File: src/rtl/fft_collector.sv
// Double-buffered frame collector between the FIR and FFT stages. Samples fill
// one bank while the other is presented to the FFT, which takes a whole frame per handshake.
module fft_collector #(
    parameter int N = 16,
    parameter int W = 16
) (
    input  logic                clk,
    input  logic                rst,
    input  logic signed [W-1:0] fir_d,
    input  logic                fir_valid,
    input  logic                out_ready,
    output logic                out_valid,
    output logic [N*W-1:0]      out_data,
    output logic [7:0]          frame_cnt,
    output logic                overflow,
    output logic [1:0]          state_dbg
);
    // Handshake: a frame moves downstream on every rising edge where out_valid
    // and out_ready are both high; out_valid/out_data hold steady until then.
    // fir_valid has no back-pressure: a sample offered while both banks are full is lost.

    localparam int IW = (N > 1) ? $clog2(N) : 1;

    // Encoding equals the number of full banks.
    typedef enum logic [1:0] {
        S_EMPTY = 2'd0,
        S_ONE   = 2'd1,
        S_TWO   = 2'd2
    } state_t;

    state_t          state, state_nxt;
    logic            wr_sel, rd_sel;
    logic [IW-1:0]   wr_idx;
    logic [W-1:0]    bank [2][N];
    logic            accept, frame_done, handshake;

    assign accept     = fir_valid && (state != S_TWO);
    assign frame_done = accept && (wr_idx == IW'(N - 1));
    assign handshake  = out_valid && out_ready;
    assign out_valid  = (state != S_EMPTY);
    assign state_dbg  = state;

    always_comb begin
        state_nxt = state;
        case (state)
            S_EMPTY: if (frame_done) state_nxt = S_ONE;
            S_ONE: begin
                if (frame_done && !handshake)      state_nxt = S_TWO;
                else if (handshake && !frame_done) state_nxt = S_EMPTY;
            end
            S_TWO:   if (handshake) state_nxt = S_ONE;
            default: state_nxt = S_EMPTY;
        endcase
    end

    always_ff @(posedge clk) begin
        if (!rst) begin
            state     <= S_EMPTY;
            wr_sel    <= 1'b0;
            rd_sel    <= 1'b0;
            wr_idx    <= '0;
            frame_cnt <= 8'd0;
            overflow  <= 1'b0;
        end else begin
            state <= state_nxt;
            if (accept)
                wr_idx <= frame_done ? '0 : wr_idx + 1'b1;
            if (frame_done)
                wr_sel <= ~wr_sel;
            if (handshake) begin
                rd_sel    <= ~rd_sel;
                frame_cnt <= frame_cnt + 8'd1;
            end
            if (fir_valid && (state == S_TWO))
                overflow <= 1'b1;
        end
    end

    // Bank storage carries no reset; contents are meaningless until a frame completes.
    always_ff @(posedge clk) begin
        if (rst && accept)
            bank[wr_sel][wr_idx] <= fir_d;
    end

    always_comb begin
        out_data = '0;
        for (int k = 0; k < N; k++)
            out_data[k*W +: W] = bank[rd_sel][k];
    end
endmodule
File: config.mk
export PLATFORM = sky130hd
export DESIGN_NAME = fft_collector
export DESIGN_NICKNAME = d
export VERILOG_FILES = /design/src/rtl/fft_collector.sv
export SDC_FILE = /design/constraint.sdc
export NUM_CORES = 1
export LEC_CHECK = 0
export CELL_PAD_IN_SITES_DETAIL_PLACEMENT = 0
export CELL_PAD_IN_SITES_GLOBAL_PLACEMENT = 2
export CORE_ASPECT_RATIO = 0.6
export CORE_UTILIZATION = 44
export CTS_CLUSTER_SIZE = 28
export DETAILED_ROUTE_END_ITERATION = 7
export GPL_TIMING_DRIVEN = 0
export MAX_ROUTING_LAYER = met4
export PLACE_DENSITY_LB_ADDON = 0.2
export SLEW_MARGIN = 10
export SYNTH_ARGS = -nofsm -noshare
export SYNTH_HDL_FRONTEND = slang
export SYNTH_SLANG_ARGS = --single-unit
File: constraint.sdc
create_clock -name clk -period 4.8 [get_ports clk]
set_clock_uncertainty 0.15 [all_clocks]
set_input_delay 0.96 -clock clk [delete_from_list [all_inputs] [get_ports clk]]
set_output_delay 0.96 -clock clk [all_outputs]
set_load 0.03 [all_outputs]
==> flow_metrics.py <==
metrics = {
    "critical_path": {
        "max_stage_delay_ps": 660,
        "critPathMaxFanout": 10,
        "worst_path_max_delay_cell": "clkbuf_1",
        "cp_data_required_time_ps": 3690,
        "worstSetupPathType": "flip-flop to output port",
        "crit_chain": "clkbuf_1 > buf_2 > mux2_2 > clkdlybuf4s50_1",
        "rr_worst_depth": 3,
        "worstPathArrival_ps": 3020,
        "critical_path.startpoint_type": "flip-flop",
        "endpoint_kind": "output port",
    },
    "sta": {
        "setup_viol": 0,
        "tightest_slew_ps": 929,
        "slew-limit-headroom": 0.380,
        "layout_min_cycle_time_ps": 4130,
        "rsz0062_at_grt": "no",
        "final_max_slew_viol_count": 0,
        "max_freq_mhz": 242,
        "fin_tns_setup_ps": 0,
        "fin_crit_sh": 0.861,
        "finalHoldViolCount": 0,
    },
    "pwr": {
        "swShare": 0.199,
        "power_density_mw_per_mm2": 364,
        "p_int_uw": 7220,
        "p_clk_frac": 0.414,
        "p_seq_frac": 0.564,
        "p_switching_uw": 1790,
        "vdd_drop_max_mv": 0.245,
        "p_comb_frac": 0.022,
        "p_leak_uw": 0.00798,
    },
    "routing": {
        "vias_per_cell": 5.11,
        "drt_wl_total_um": 46000,
        "dr.pass1.iters": 4,
        "route.detailed.drc": 0,
        "dr_total_vias": 9757,
        "ant_nets": 0,
        "first_iter_violations": 521,
        "wl_per_cell_um": 24.1,
    },
    "cts": {
        "cts_buffers": 48,
        "numClockSinks": 530,
        "clk_path_buf_depth": 3,
        "root_buffer": "clkbuf_16",
        "post-cts-setup-buffers": 0,
        "h-tree-depth": 2,
        "cts_resized": 0,
        "hold_buffers": 0,
        "clkLatencyLatePin_ps": 560,
        "path_clk_slew_ps": 60,
        "cts_tree": "built",
    },
    "synth": {
        "syn_area_per_cell_um2": 20.7,
        "synthCells": 943,
        "ys_seq_elements": 530,
        "ys_seq_area_frac": 0.807,
        "syn_nets": 969,
        "synth-main-ff-cell": "edfxtp_1",
        "synthDistinctLibCells": 35,
        "ys.warnings.count": 0,
        "synth_area_mm2": 0.0195,
        "async_flop_share": 0,
        "synth-edff-count": 512,
    },
    "floorplanning": {
        "start_util": 0.448,
        "row_count": 59,
        "core-area_mm2": 0.0435,
        "die_area_mm2": 0.0452,
        "die_x_um": 274,
        "pin_count": 288,
        "die_h_um": 165,
    },
    "place": {
        "placed_area_mm2": 0.0233,
        "numPortBuffers": 285,
        "hpwl_um": 28400,
        "routabilityCongestion": 0.793,
    },
    "grt": {
        "antenna_found_initial": 0,
        "grt_pass1_wl_um": 64300,
        "first_global_vias": 9557,
        "overflow": 0,
        "grt_usage": 0.207,
        "grt_start_max_net_pins": 33,
    },
    "final_layout": {
        "nets": 1316,
        "final_area_mm2": 0.0248,
        "areaGrowthSynthToFinish_pct": 27.3,
        "final_cell_mix": "512 x edfxtp_1, 269 x clkdlybuf4s50_1, 256 x mux2_2, 49 x clkbuf_16, 44 x buf_2",
        "final_layout_size_suffix_gt1_frac": 0.312,
        "layout_commonest_cell": "edfxtp_1",
    },
    "worst_hold_path": {
        "min_path_cells": 2,
        "hold_path_class": "flip-flop to flip-flop",
    },
    "status": {
        "status": "finished, final reports clean",
    },
    "job": {
        "cap_viol_max_count": 0,
    },
}
## registers in the layout, indices dropped and copies added, names as in the netlist, named ones only
| name | cells |
|---|---|
| wr_sel | 1 |
| overflow | 1 |
| state_dbg | 2 |
| rd_sel | 1 |
| bank | 512 |
| wr_idx | 4 |
| frame_cnt | 8 |
## critical path, delay by kind of cell (launching register included)
family   cells  cell delay (ps)
mux          1              370
buf+inv      3             1710
flops        1              370
## through the flow
stage                     hold WS (ps)  power, uW  std cells  worst slack [ps]   util
after floorplan                    322       5230        943              1820      -
after global placement             303       5380       1807               935  0.530
after detailed placement           312       5390       1819              1220  0.536
after CTS                          327       9100       1908               602  0.570
after global routing               359       9270       1908               563  0.570
final                              330       9020       1910               669  0.570
## synth_stat cells, types with 3 or more instances
library cell	number	area share
mux2_2	256	0.15
ha_1	6	0.0039
clkbuf_1	6	0.0012
or3_1	3	0.00096
dfxtp_1	18	0.018
edfxtp_1	512	0.79
nand2_1	6	0.0012
inv_1	5	0.00096
o21ai_0	4	0.0010
nand4_1	4	0.0013
or4_1	5	0.0019
nand3b_1	4	0.0015
o31ai_1	6	0.0023
a21oi_1	10	0.0026
buf_2	28	0.0072
nand3_1	7	0.0018
nor2_1	39	0.0075
## per-layer routing
metal | track usage | vias to the layer above | wire length, um
met1 | 0.283 | 5056 | 20900
met5 | - | - | 0
met3 | 0.0409 | 53 | 2260
met2 | 0.324 | 237 | 22100
li1 | - | 4411 | -
met4 | 0.0404 | 0 | 679
## cells by family (layout without fill, tap and decap cells)
group / count (synthesis) / in the layout / share of synthesized area
flip-flops: 530 / 530 / 0.807
buffers and inverters: 42 / 428 / 0.0103
adder cells (fa/ha/maj): 6 / 6 / 0.00385
multiplexers: 258 / 258 / 0.149
XOR/XNOR: 3 / 3 / 0.00135
other: 0 / 2 / 0
AND/OR/NAND/NOR: 79 / 79 / 0.0200
AO/OA/AOI/OAI: 25 / 25 / 0.00809
## worst paths after layout
check                 endpoint  slack (ps)         start
setup / recovery  out_data[50]         670     flip-flop
hold / removal        overflow         330      overflow
setup reg to reg   bank[0][34]        1680  state_dbg[0]
hold reg to reg       overflow         330      overflow
## area by class of cell
cell class                 count  area, um2
inverter                       5       18.8
clock buffer                  59       1270
antenna                        2       5.00
tap                          579        724
clock inverter                30        238
fill                        3345      18700
multi-input combinational    371       3630
timing repair buffer         297       3000
sequential                   530      15700
buffer                        37        181
## power by group through the flow
stage / clock [uW] / combinational (uW) / sequential, uW
after floorplan: 0 / 47.3 / 5180
after global placement: 0 / 189 / 5190
after detailed placement: 0 / 203 / 5190
after CTS: 3810 / 204 / 5080
after global routing: 3970 / 210 / 5080
final: 3730 / 198 / 5080
Note: power is estimated with default switching activity, not from simulation.
